[config.mk]
export PLATFORM = sky130hd
export DESIGN_NAME = program_loader
export DESIGN_NICKNAME = d
export VERILOG_FILES = /design/src/rtl/program_loader.sv
export SDC_FILE = /design/constraint.sdc
export NUM_CORES = 1
export LEC_CHECK = 0
export ABC_AREA = 0
export CELL_PAD_IN_SITES_DETAIL_PLACEMENT = 1
export CELL_PAD_IN_SITES_GLOBAL_PLACEMENT = 1
export CORE_AREA = 2 2 165 103
export DETAILED_ROUTE_END_ITERATION = 8
export DIE_AREA = 0 0 167 105
export GPL_TIMING_DRIVEN = 0
export MAX_ROUTING_LAYER = met4
export PLACE_DENSITY = 0.74
export SLEW_MARGIN = 30
export SYNTH_ARGS = -nofsm -noshare
export SYNTH_HDL_FRONTEND = slang
export SYNTH_SLANG_ARGS = --single-unit
[constraint.sdc]
create_clock -name clk -period 5.9 [get_ports clk]
set_input_delay 0.885 -clock clk [delete_from_list [all_inputs] [get_ports clk]]
set_output_delay 0.885 -clock clk [all_outputs]
set_load 0.01 [all_outputs]
[src/rtl/program_loader.sv]
// Boot-time program loader: receives a length-prefixed little-endian word stream and writes it to memory from address 0.
// Optional trailing XOR checksum byte is enabled by defining PROGRAM_LOADER_CHECKSUM_EN.
`timescale 1ns/1ps
module program_loader #(
    parameter int ADDR_W    = 12,
    parameter int DATA_W    = 32,
    parameter int MAX_WORDS = 4096
) (
    input  logic              clk,
    input  logic              rst_n,
    input  logic              start,
    input  logic [7:0]        in_data,
    input  logic              in_valid,
    output logic              in_ready,
    output logic              mem_we,
    output logic [ADDR_W-1:0] mem_addr,
    output logic [DATA_W-1:0] mem_wdata,
    output logic              cpu_hold,
    output logic              busy,
    output logic              done,
    output logic              err
);

    typedef enum logic [2:0] {
        S_IDLE,
        S_LEN0,
        S_LEN1,
        S_DATA,
        S_WRITE,
`ifdef PROGRAM_LOADER_CHECKSUM_EN
        S_CSUM,
`endif
        S_DONE,
        S_ERROR
    } state_t;

    state_t              r_state;
    state_t              w_state_next;

    logic [15:0]         r_count;
    logic [15:0]         r_index;
    logic [1:0]          r_byte_cnt;
    logic [DATA_W-1:0]   r_word;
    logic [ADDR_W-1:0]   r_mem_addr;
    logic [DATA_W-1:0]   r_mem_wdata;
`ifdef PROGRAM_LOADER_CHECKSUM_EN
    logic [7:0]          r_csum;
`endif

    logic                w_in_ready;
    logic                w_xfer;
    logic [15:0]         w_len;
    logic                w_last_word;
    logic                w_len_too_big;
    logic [DATA_W-1:0]   w_word_next;

    assign w_xfer        = in_valid & w_in_ready;
    assign w_len         = {in_data, r_count[7:0]};
    assign w_len_too_big = ({1'b0, w_len} > 17'(MAX_WORDS));
    assign w_last_word   = (r_index == (r_count - 16'd1));

    always_comb begin
        w_word_next = r_word;
        w_word_next[{r_byte_cnt, 3'b000} +: 8] = in_data;
    end

    always_ff @(posedge clk or negedge rst_n) begin
        if (!rst_n) begin
            r_state <= S_IDLE;
        end else begin
            r_state <= w_state_next;
        end
    end

    always_comb begin
        w_state_next = r_state;
        w_in_ready   = 1'b0;
        unique case (r_state)
            S_IDLE, S_DONE, S_ERROR: begin
                if (start) begin
                    w_state_next = S_LEN0;
                end
            end
            S_LEN0: begin
                w_in_ready = 1'b1;
                if (w_xfer) begin
                    w_state_next = S_LEN1;
                end
            end
            S_LEN1: begin
                w_in_ready = 1'b1;
                if (w_xfer) begin
                    if (w_len == 16'd0) begin
                        w_state_next = S_DONE;
                    end else if (w_len_too_big) begin
                        w_state_next = S_ERROR;
                    end else begin
                        w_state_next = S_DATA;
                    end
                end
            end
            S_DATA: begin
                w_in_ready = 1'b1;
                if (w_xfer && (r_byte_cnt == 2'd3)) begin
                    w_state_next = S_WRITE;
                end
            end
            S_WRITE: begin
                if (w_last_word) begin
`ifdef PROGRAM_LOADER_CHECKSUM_EN
                    w_state_next = S_CSUM;
`else
                    w_state_next = S_DONE;
`endif
                end else begin
                    w_state_next = S_DATA;
                end
            end
`ifdef PROGRAM_LOADER_CHECKSUM_EN
            S_CSUM: begin
                w_in_ready = 1'b1;
                if (w_xfer) begin
                    w_state_next = (in_data == r_csum) ? S_DONE : S_ERROR;
                end
            end
`endif
            default: begin
                w_state_next = S_IDLE;
            end
        endcase
    end

    // Address/data are captured on the final byte so they stay stable whenever mem_we is low.
    always_ff @(posedge clk or negedge rst_n) begin
        if (!rst_n) begin
            r_count     <= '0;
            r_index     <= '0;
            r_byte_cnt  <= '0;
            r_word      <= '0;
            r_mem_addr  <= '0;
            r_mem_wdata <= '0;
`ifdef PROGRAM_LOADER_CHECKSUM_EN
            r_csum      <= '0;
`endif
        end else begin
            unique case (r_state)
                S_IDLE, S_DONE, S_ERROR: begin
                    if (start) begin
                        r_count    <= '0;
                        r_index    <= '0;
                        r_byte_cnt <= '0;
`ifdef PROGRAM_LOADER_CHECKSUM_EN
                        r_csum     <= '0;
`endif
                    end
                end
                S_LEN0: begin
                    if (w_xfer) begin
                        r_count[7:0] <= in_data;
                    end
                end
                S_LEN1: begin
                    if (w_xfer) begin
                        r_count[15:8] <= in_data;
                        r_index       <= '0;
                        r_byte_cnt    <= '0;
                    end
                end
                S_DATA: begin
                    if (w_xfer) begin
                        r_word     <= w_word_next;
                        r_byte_cnt <= r_byte_cnt + 2'd1;
`ifdef PROGRAM_LOADER_CHECKSUM_EN
                        r_csum     <= r_csum ^ in_data;
`endif
                        if (r_byte_cnt == 2'd3) begin
                            r_mem_addr  <= r_index[ADDR_W-1:0];
                            r_mem_wdata <= w_word_next;
                        end
                    end
                end
                S_WRITE: begin
                    if (!w_last_word) begin
                        r_index <= r_index + 16'd1;
                    end
                end
                default: begin
                end
            endcase
        end
    end

    assign in_ready  = w_in_ready;
    assign mem_we    = (r_state == S_WRITE);
    assign mem_addr  = r_mem_addr;
    assign mem_wdata = r_mem_wdata;
    assign done      = (r_state == S_DONE);
    assign err       = (r_state == S_ERROR);
    assign cpu_hold  = (r_state != S_DONE);
    assign busy      = (r_state != S_IDLE) && (r_state != S_DONE) && (r_state != S_ERROR);

endmodule

==> flow_metrics.py, run 1 <==
metrics = {
    "pwr": {
        "ir_worst_vdd_mv": 0.159,
        "cellPowerDensity_mw_per_mm2": 431,
        "fin_total_pwr_mw": 2.90,
        "p_leak_nw": 2.83,
    },
    "placed_design": {
        "preCtsSetupSlack_ns": 2.21,
        "replace_congestion": 0.837,
        "place.port_buffers": 61,
        "post-place-cells": 847,
        "postPlaceCellArea_mm2": 0.00643,
        "place_hpwl_um": 12200,
    },
    "sta": {
        "clock_skew_ns": 0.00911,
        "fin_crit_sh_pct": 64.2,
        "fmaxAchievable_mhz": 264,
        "rsz_0062_raised_after_global_routing": "no",
        "post-route-worst-setup-slack_ns": 2.11,
        "slew_violations": 0,
        "worst-slew-pin-transition_ns": 0.778,
        "timing.final.crit_period_ns": 3.79,
        "timing.setup.tns_ns": 0,
        "hold_violations": 0,
        "worst_slew_margin_rel_pct": 47.7,
        "setup_viol_count_final": 0,
        "final_worst_hold_slack_ns": 0.422,
    },
    "synthesis": {
        "top_cells_by_area_synth": "sky130_fd_sc_hd__dfrtp_1 48%, sky130_fd_sc_hd__nand2_1 5.6%, sky130_fd_sc_hd__a22o_1 5.2%",
        "netlist_area_mm2": 0.00551,
        "synth_top_cell_area_share_pct": 47.7,
        "yosysWarningCount": 0,
        "synthCells": 575,
        "synth.lib_cells_used.distinct": 57,
        "synth_flop_cell": "sky130_fd_sc_hd__dfrtp_1",
        "synth-seq-area-share_pct": 47.7,
        "syn_avg_cell_area_um2": 9.58,
        "postSynth.asyncResetShare_pct": 100,
        "synth_edf_count": 0,
        "synth.ff_latch_count": 105,
        "synth.largest_area_cell": "sky130_fd_sc_hd__dfrtp_1",
        "synth_nets": 594,
    },
    "worst_setup_path": {
        "crit_fanout": 10,
        "critical-path-max-stage-delay_ns": 0.59,
        "critical_path_startpoint_category": "register",
        "path_cells": "clkbuf_1 > inv_1 > ha_1 > nor2b_1 > nand3_1 > a2111oi_0 > nor3_1 > nor4_2 > and2_1 > buf_6 > buf_12 > buf_12 > o211ai_1 > o31ai_1",
        "critical_path_required_ns": 6.14,
        "worst-endpoint-arrival_ns": 4.03,
        "cpMostUsedCell": "sky130_fd_sc_hd__buf_12",
        "slowest_cell_on_the_critical_path": "sky130_fd_sc_hd__nor2b_1",
        "critPathKind": "reg -> reg",
        "crit_path_end_kind": "register",
    },
    "drt": {
        "initialDrtViolationCount": 293,
        "routed_wire_length_per_instance_um": 19.1,
        "dr.pass1.iters": 4,
        "drt_wl_total_um": 16400,
        "drtAntennaViolNets": 0,
        "remaining_drc_errors": 0,
        "num_vias": 4722,
        "vias_per_cell": 5.47,
    },
    "clock_network": {
        "clk_latency_ns": 0.36,
        "cts_buffer_depth": 2,
        "clock_tree_from_tritoncts": "yes",
        "cts-resized-gates": 0,
        "clock_sink_count": 105,
        "clkSlewWorstSetupHoldPaths_ns": 0.08,
        "cts_setup_buffers": 0,
        "cts_made_buffers": 9,
        "clk_root_buffer_cell": "sky130_fd_sc_hd__clkbuf_16",
        "cts.hold.buffers_added": 0,
        "h-tree-depth": 3,
    },
    "min_path": {
        "min-delay-path-class": "in -> async",
    },
    "global_routing": {
        "grt_most_used_layer": "met1",
        "final_global_route_overflow_total": 0,
        "grt_max_degree": 69,
        "grt_usage_pct": 20.2,
        "met2_usage_pct": 28.2,
        "groute.layer.met1.usage_pct": 30.5,
        "antenna_found_initial": 0,
        "first_global_vias": 4851,
        "groute.layer.met3.usage_pct": 3.71,
        "grt_first_pass_wirelength_um": 27300,
    },
    "floorplanning": {
        "fp.dieH_um": 105,
        "fp.dieArea_mm2": 0.0175,
        "floorplan.die.width_um": 167,
        "initial_standard_cell_utilization_of_the_core_pct": 34.7,
        "core_area_mm2": 0.0159,
        "placement_rows": 36,
        "top_level_ports": 62,
    },
    "finish": {
        "layout_net_count": 668,
        "fin_area_mm2": 0.00673,
        "syn_to_final_growth_pct": 22.2,
        "layout_common_cells": "105 x sky130_fd_sc_hd__dfrtp_1, 82 x sky130_fd_sc_hd__nand2_1, 60 x sky130_fd_sc_hd__clkdlybuf4s50_1",
        "nFillCells": 1841,
        "finalCoreUtilization_pct": 42.3,
        "n_antenna_cell": 0,
        "post_layout_nonfiller_instances": 863,
        "final_common_cell": "sky130_fd_sc_hd__dfrtp_1",
        "drive_gt1_share_pct": 9.94,
    },
    "run_status": {
        "status": "complete, no violations",
    },
    "run": {
        "cap_viol_max_count": 0,
    },
}
## report_power, final
| part | switching, mW | internal (mW) | total (mW) |
|---|---|---|---|
| Combinational | 0.798 | 0.530 | 1.33 |
| Clock | 0.304 | 0.309 | 0.613 |
| Sequential | 0.124 | 0.837 | 0.961 |
| Total | 1.23 | 1.68 | 2.90 |
## layout make-up
type	count	area (µm²)	share of cell area, %
Sequential cell	105	2630	39.0
Inverter	10	37.5	0.558
Buffer	40	200	2.97
Tap cell	209	262	3.88
Multi-Input combinational cell	420	2670	39.6
Clock buffer	10	239	3.55
Clock inverter	6	56.3	0.836
Timing Repair Buffer	63	644	9.57
## synthesized netlist by cell type (2+ instances only)
cell                        count
sky130_fd_sc_hd__nor2b_1       32
sky130_fd_sc_hd__nand2_1       82
sky130_fd_sc_hd__xor2_1         8
sky130_fd_sc_hd__o211ai_1       2
sky130_fd_sc_hd__or2_2          4
sky130_fd_sc_hd__inv_1         10
sky130_fd_sc_hd__mux2_2        13
sky130_fd_sc_hd__dfrtp_1      105
sky130_fd_sc_hd__nor4_2         2
sky130_fd_sc_hd__a22o_1        33
sky130_fd_sc_hd__nor3_1        12
sky130_fd_sc_hd__a211oi_1       3
sky130_fd_sc_hd__nor2_1        23
sky130_fd_sc_hd__o311ai_1       2
sky130_fd_sc_hd__a21oi_1       34
sky130_fd_sc_hd__mux2i_1        7
sky130_fd_sc_hd__a31oi_1        4
sky130_fd_sc_hd__a21oi_2        7
sky130_fd_sc_hd__a2bb2oi_1      2
sky130_fd_sc_hd__or3_1         14
sky130_fd_sc_hd__a21boi_0       2
sky130_fd_sc_hd__ha_1           7
sky130_fd_sc_hd__clkbuf_1      34
sky130_fd_sc_hd__o21ai_2        7
sky130_fd_sc_hd__and3_1         4
sky130_fd_sc_hd__or4_1          4
sky130_fd_sc_hd__and3b_1        2
sky130_fd_sc_hd__nor3b_1        2
sky130_fd_sc_hd__buf_12         2
sky130_fd_sc_hd__o31ai_1        6
sky130_fd_sc_hd__nor4_1         2
sky130_fd_sc_hd__nand3_1       12
sky130_fd_sc_hd__xnor2_1       10
sky130_fd_sc_hd__nand4b_1       2
sky130_fd_sc_hd__o21ai_0       47
sky130_fd_sc_hd__o311ai_0       2
sky130_fd_sc_hd__buf_6          2
sky130_fd_sc_hd__nand4_1       10
## cell families after synthesis
logic type | after synthesis | share of synthesized area, %
AOI/OAI and AO/OA | 160 | 19.4
xor gates and xnor gates | 19 | 3.29
adders and majority gates | 7 | 1.59
buffers and inverters | 50 | 4.31
DFF | 105 | 47.7
muxes | 20 | 3.93
and+or+nand+nor | 214 | 19.8
## worst max-delay path, delay by kind of cell (launching register included)
family / cells / cell delay (ns)
flops: 1 / 0.38
simple gates: 5 / 1.49
compound gates: 3 / 0.67
fa+ha+maj: 1 / 0.34
buf+inv: 5 / 0.80
## routing by layer
metal  up-vias  part of all wire [%]
li1       2199                     -
met1      2428                    53
met2        84                    42
met3        11                   4.1
met4         0                  0.75
met5         -                     0
## registers in the layout (all words and copies together) (netlist names)
signal	count
r_index	16
r_state	3
mem_wdata	32
r_count	16
mem_addr	12
r_byte_cnt	2
r_word	24
## final timing paths
path                                            from  depth (start not counted)                   endpoint  slack, ns
setup / recovery              r_count[0]$_DFFE_PN0P_                         14     r_index[3]$_DFFE_PN0P_       2.11
hold / removal                                 rst_n                          1  mem_wdata[27]$_DFFE_PN0P_       0.42
min in group clk           mem_wdata[15]$_DFFE_PN0P_                          2  mem_wdata[15]$_DFFE_PN0P_       0.48
setup reg to reg              r_count[0]$_DFFE_PN0P_                         14     r_index[3]$_DFFE_PN0P_       2.11
max in group asynchronous                      rst_n                          2    r_index[11]$_DFFE_PN0P_       4.79
hold reg to reg            mem_wdata[15]$_DFFE_PN0P_                          2  mem_wdata[15]$_DFFE_PN0P_       0.48
(Power assumes the default switching activity.)
==> inputs of run 2 (changes only) <==
clock period = 3.85 ns   (was 5.9 ns; I/O delays follow)
==> run 2 against run 1 <==
Net effect: register-to-register slack got worse by 1.8 ns; design area increased by 0.11%; routed wire length increased by 0.18%; critical path depth did not move; sequential power grew 53%; largest cell class unchanged.
==> flow_metrics.py, run 2 (synthesis gave the netlist of run 1 again) <==
metrics = {
    "finish": {
        "largest_register_ff_count": 32,
        "final_common_cell": "sky130_fd_sc_hd__dfrtp_1",
        "drive_gt1_share_pct": 10.1,
        "nFillCells": 1838,
        "n_antenna_cell": 0,
        "register_area_mm2": 0.00263,
        "finalCoreUtilization_pct": 42.4,
        "fin_area_mm2": 0.00674,
        "layout_common_cells": "105 x sky130_fd_sc_hd__dfrtp_1, 82 x sky130_fd_sc_hd__nand2_1, 60 x sky130_fd_sc_hd__clkdlybuf4s50_1",
        "post_layout_nonfiller_instances": 863,
        "layout_net_count": 668,
        "syn_to_final_growth_pct": 22.3,
        "area_of_the_multi_input_gates_mm2": 0.00267,
    },
    "worst_setup_path": {
        "critPathKind": "reg -> reg",
        "cpMostUsedCell": "sky130_fd_sc_hd__buf_12",
        "crit_path_end_kind": "register",
        "worst-endpoint-arrival_ns": 3.75,
        "critical_path_startpoint_category": "register",
        "path_cells": "clkbuf_1 > inv_1 > ha_1 > nor2b_4 > nand3_1 > a2111oi_0 > nor3_1 > nor4_2 > and2_1 > buf_6 > buf_12 > buf_12 > o211ai_1 > o31ai_1",
        "critical-path-max-stage-delay_ns": 0.47,
        "crit_fanout": 10,
        "slowest_cell_on_the_critical_path": "sky130_fd_sc_hd__a2111oi_0",
        "critical_path_required_ns": 4.09,
    },
    "sta": {
        "rsz_0062_raised_after_global_routing": "no",
        "worst-slew-pin-transition_ns": 0.771,
        "slew_violations": 0,
        "worst_slew_margin_rel_pct": 48.2,
        "hold_violations": 0,
        "setup_viol_count_final": 0,
        "fin_crit_sh_pct": 91.0,
        "fmaxAchievable_mhz": 285,
        "clock_skew_ns": 0.00871,
        "timing.final.crit_period_ns": 3.50,
    },
    "clock_network": {
        "cts_buffer_depth": 2,
        "cts.hold.buffers_added": 0,
        "cts_made_buffers": 9,
        "h-tree-depth": 3,
        "clk_root_buffer_cell": "sky130_fd_sc_hd__clkbuf_16",
        "cts_setup_buffers": 0,
        "clock_sink_count": 105,
        "clk_latency_ns": 0.36,
        "clkSlewWorstSetupHoldPaths_ns": 0.08,
        "clock_tree_from_tritoncts": "yes",
    },
    "global_routing": {
        "first_global_vias": 4851,
        "grt_usage_pct": 20.2,
        "final_global_route_overflow_total": 0,
        "grt_first_pass_wirelength_um": 27300,
        "antenna_found_initial": 0,
        "grt_max_degree": 69,
    },
    "drt": {
        "drtAntennaViolNets": 0,
        "initialDrtViolationCount": 296,
        "drt_wl_total_um": 16500,
        "vias_per_cell": 5.47,
        "dr.pass1.iters": 4,
        "remaining_drc_errors": 0,
        "num_vias": 4720,
        "routed_wire_length_per_instance_um": 19.1,
    },
    "pwr": {
        "switching_power_mw": 1.89,
        "p_leak_nw": 2.84,
        "p_sw_share_pct": 42.2,
        "fin_total_pwr_mw": 4.47,
        "proportion_of_power_drawn_by_the_clock_network_pct": 21.1,
        "sequentialPowerShare_pct": 33.0,
        "power.combinational.fraction_pct": 46.0,
        "cellPowerDensity_mw_per_mm2": 663,
        "p_int_mw": 2.58,
        "ir_worst_vdd_mv": 0.243,
    },
    "run_status": {
        "status": "complete, no violations",
    },
    "run": {
        "cap_viol_max_count": 0,
    },
    "floorplanning": {
        "initial_standard_cell_utilization_of_the_core_pct": 34.7,
        "fp.dieH_um": 105,
        "floorplan.die.width_um": 167,
        "core_area_mm2": 0.0159,
        "top_level_ports": 62,
        "fp.dieArea_mm2": 0.0175,
        "placement_rows": 36,
    },
    "placed_design": {
        "replace_congestion": 0.837,
        "place_hpwl_um": 12200,
        "post-place-cells": 847,
        "place.port_buffers": 61,
        "postPlaceCellArea_mm2": 0.00643,
    },
    "min_path": {
        "min-delay-path-class": "in -> async",
    },
}
run 2: changes by cell type in the layout (fill, tap and decap cells not counted):
cell	delta
sky130_fd_sc_hd__nor2b_1	-1
sky130_fd_sc_hd__nor2b_4	+1
run 2: timing repair:
action                                 4_1_cts  5_1_grt
endpoints found under the hold margin        0        0
setup endpoints to repair                    0       17
gates resized for setup                      0        2
run 2: worst paths after layout:
check	startpoint	to	slack, ns	cells past startpoint
max	r_count[0]$_DFFE_PN0P_	r_index[3]$_DFFE_PN0P_	0.35	14
min	rst_n	mem_wdata[27]$_DFFE_PN0P_	0.11	1
max reg2reg	r_count[0]$_DFFE_PN0P_	r_index[3]$_DFFE_PN0P_	0.35	14
min reg2reg	mem_wdata[15]$_DFFE_PN0P_	mem_wdata[15]$_DFFE_PN0P_	0.48	2
max in group asynchronous	rst_n	r_index[11]$_DFFE_PN0P_	3.05	2
min in group clk	mem_wdata[15]$_DFFE_PN0P_	mem_wdata[15]$_DFFE_PN0P_	0.48	2
run 2: final cells by class:
type	count	area share [%]
buffer	40	2.97
clock buffer	10	3.55
clock inverter	6	0.835
inverter	10	0.557
multi-input combinational	420	39.7
sequential	105	39.0
tap	209	3.88
timing repair buffer	63	9.56
run 2: layer usage:
metal | wire (µm) | global-route usage (%) | vias up
met5 | 0 | - | -
met4 | 124 | 4.19 | 0
met3 | 566 | 3.71 | 11
met2 | 6880 | 28.2 | 75
met1 | 8900 | 30.5 | 2433
li1 | - | - | 2201
run 2: power by group through the flow:
stage	combinational, mW	clock, mW	sequential, mW
after floorplan	1.39	0	1.44
after global placement	1.92	0	1.48
after detailed placement	2.00	0	1.49
after CTS	2.01	0.954	1.47
after global routing	2.28	1.01	1.50
final	2.05	0.941	1.47
run 2: critical path, delay by kind of cell, from the launching register on:
| kind | cells | cell delay [ns] |
|---|---|---|
| AND/OR/NAND/NOR | 5 | 1.18 |
| AO/OA/AOI/OAI | 3 | 0.67 |
| flip-flops | 1 | 0.38 |
| adder cells (fa/ha/maj) | 1 | 0.35 |
| buffers and inverters | 5 | 0.80 |
run 2: through the flow:
stage | hold slack, ns | TNS (ns) | setup slack, ns
2_1_floorplan | 0.282 | 0 | 0.959
3_3_place_gp | 0.471 | -187.72 | -1.80
3_5_place_dp | 0.469 | 0 | 0.158
4_1_cts | 0.127 | 0 | 0.124
5_1_grt | 0.135 | 0 | 0.0698
6_report | 0.114 | 0 | 0.346
==> inputs of run 3 (changes only) <==
clock period = 3.5 ns   (was 3.85 ns; I/O delays follow)
==> run 3 against run 2 <==
Net effect: final cell count rose by 0.12%; count of clock-buffer cells in the layout unchanged; maximum frequency increased by 8.5%; non-clock buffer count up 1; first-iteration DRC count up 5.4%; combinational power is 14% higher; clock power increased by 9%; critical path type unchanged; global-route usage unchanged; largest cell class unchanged.
==> flow_metrics.py, run 3 (synthesis gave the netlist of run 1 again) <==
metrics = {
    "clock_network": {
        "h-tree-depth": 3,
        "cts.hold.buffers_added": 0,
        "clock_sink_count": 105,
        "clk_latency_ns": 0.36,
        "clkSlewWorstSetupHoldPaths_ns": 0.08,
        "cts_made_buffers": 9,
        "clk_root_buffer_cell": "sky130_fd_sc_hd__clkbuf_16",
        "clock_tree_from_tritoncts": "yes",
        "cts_buffer_depth": 2,
    },
    "worst_setup_path": {
        "worstReg2RegStart": "r_count[3]$_DFFE_PN0P_",
        "worst-endpoint-arrival_ns": 3.47,
        "slowest_cell_on_the_critical_path": "sky130_fd_sc_hd__nor4_2",
        "critical-path-max-stage-delay_ns": 0.66,
        "critical_path_required_ns": 3.74,
        "timing.critical_path.from": "r_count[3]$_DFFE_PN0P_",
        "crit_fanout": 10,
        "critical_path_startpoint_category": "register",
        "path_cells": "buf_6 > nor4_2 > nand3_1 > a2111oi_2 > nor3_1 > nor4_2 > and2_1 > buf_6 > buf_12 > buf_12 > o211ai_1 > o31ai_1",
        "critPathKind": "reg -> reg",
        "crit_path_end_kind": "register",
    },
    "drt": {
        "vias_per_cell": 5.49,
        "drt_wl_total_um": 16600,
        "dr.max_layer_used": "met4",
        "met3_length_um": 694,
        "drtAntennaViolNets": 0,
        "remaining_drc_errors": 0,
        "dr.pass1.iters": 5,
        "met2_length_um": 6970,
        "met1Wirelength_um": 8800,
        "initialDrtViolationCount": 312,
        "num_vias": 4740,
        "routed_wire_length_per_instance_um": 19.2,
    },
    "pwr": {
        "cellPowerDensity_mw_per_mm2": 740,
        "p_sw_share_pct": 42.1,
        "power.combinational.fraction_pct": 46.5,
        "ir_worst_vdd_mv": 0.282,
        "proportion_of_power_drawn_by_the_clock_network_pct": 20.7,
        "p_int_mw": 2.90,
        "sequentialPowerShare_pct": 32.8,
        "p_leak_nw": 2.85,
        "switching_power_mw": 2.11,
    },
    "floorplanning": {
        "top_level_ports": 62,
        "placement_rows": 36,
        "fp.dieArea_mm2": 0.0175,
        "fp.dieH_um": 105,
        "floorplan.die.width_um": 167,
        "core_area_mm2": 0.0159,
        "initial_standard_cell_utilization_of_the_core_pct": 34.7,
    },
    "global_routing": {
        "grt_usage_pct": 20.2,
        "grt_first_pass_wirelength_um": 27300,
        "first_global_vias": 4857,
        "antenna_found_initial": 0,
        "final_global_route_overflow_total": 0,
        "grt_max_degree": 69,
    },
    "finish": {
        "layout_net_count": 669,
        "syn_to_final_growth_pct": 22.8,
        "final_common_cell": "sky130_fd_sc_hd__dfrtp_1",
        "post_layout_nonfiller_instances": 864,
        "nFillCells": 1831,
        "n_antenna_cell": 0,
        "layout_common_cells": "105 x sky130_fd_sc_hd__dfrtp_1, 82 x sky130_fd_sc_hd__nand2_1, 60 x sky130_fd_sc_hd__clkdlybuf4s50_1",
        "largest_register_ff_count": 32,
        "drive_gt1_share_pct": 11.0,
    },
    "sta": {
        "timing.setup.tns_ns": 0,
        "clock_skew_ns": 0.00902,
        "hold_violations": 0,
        "fmaxAchievable_mhz": 310,
        "timing.final.crit_period_ns": 3.23,
        "worst-slew-pin-transition_ns": 0.755,
        "slew_violations": 0,
        "worst_slew_margin_rel_pct": 49.7,
        "fin_crit_sh_pct": 92.3,
        "setup_viol_count_final": 0,
        "rsz_0062_raised_after_global_routing": "no",
    },
    "min_path": {
        "min-delay-path-class": "in -> async",
    },
    "placed_design": {
        "place.port_buffers": 61,
        "post-place-cells": 847,
        "replace_congestion": 0.837,
        "place_hpwl_um": 12200,
    },
    "run_status": {
        "status": "complete, no violations",
    },
    "run": {
        "cap_viol_max_count": 0,
    },
}
==> run 3: cell count changes in the layout (fill, tap and decap cells not counted), sizes merged <==
cell    previous run  this run
clkbuf            45        44
buf                8        10
==> run 3: timing repair <==
item	4_1_cts	5_1_grt
endpoints found under the setup margin	17	17
hold endpoints to repair	0	0
resized for setup	2	6
buffers inserted	0	2
==> run 3: stage by stage <==
step                      instance area, µm²  power [mW]  utilization, %  hold slack (ns)  setup WS, ns
final                                   6770        5.01            42.6           0.0629         0.271
after global routing                    6770        5.36            42.6           0.0821        0.0216
after CTS                               6730        4.90            42.3           0.0741        0.0654
after detailed placement                6430        3.83            40.4            0.460        -0.192
after global placement                  6380        3.73            40.1            0.471         -2.10
after floorplan                         5510        3.12               -            0.229         0.609
==> run 3: worst paths after layout <==
path	to	slack (ns)	cells after the start
max	r_index[3]$_DFFE_PN0P_	0.27	12
min	mem_wdata[27]$_DFFE_PN0P_	0.06	1
max reg2reg	r_index[3]$_DFFE_PN0P_	0.27	12
min reg2reg	mem_wdata[15]$_DFFE_PN0P_	0.48	2
max in group asynchronous	r_index[11]$_DFFE_PN0P_	2.75	2
min in group clk	mem_wdata[15]$_DFFE_PN0P_	0.48	2
==> run 3: power by group through the flow <==
stage	sequential (mW)	clock [mW]	combinational, mW
2_1_floorplan	1.59	0	1.53
3_3_place_gp	1.63	0	2.11
3_5_place_dp	1.64	0	2.19
4_1_cts	1.62	1.05	2.23
5_1_grt	1.67	1.11	2.58
6_report	1.64	1.03	2.33
==> run 3: layout make-up <==
cell class | count | area [µm²] | area share (%)
plain buffers | 39 | 198 | 2.92
clock buffers | 10 | 239 | 3.53
clock inverters | 6 | 56.3 | 0.832
inverters | 10 | 37.5 | 0.555
multi-input cells | 420 | 2690 | 39.7
flip-flops and latches | 105 | 2630 | 38.8
well taps | 209 | 262 | 3.86
repair buffers | 65 | 659 | 9.74
==> run 3: critical path: cells and delay by family (launching register included) <==
| family | cells | cell delay [ns] |
|---|---|---|
| buffers and inverters | 4 | 0.57 |
| and+or+nand+nor | 5 | 1.55 |
| AOI/OAI and AO/OA | 3 | 0.60 |
| DFF | 1 | 0.38 |
==> run 3: layer usage <==
layer / GRT usage (%) / vias to the layer above
met5: - / -
met4: 4.19 / 0
met3: 3.30 / 11
met2: 28.2 / 97
met1: 30.7 / 2432
li1: - / 2200
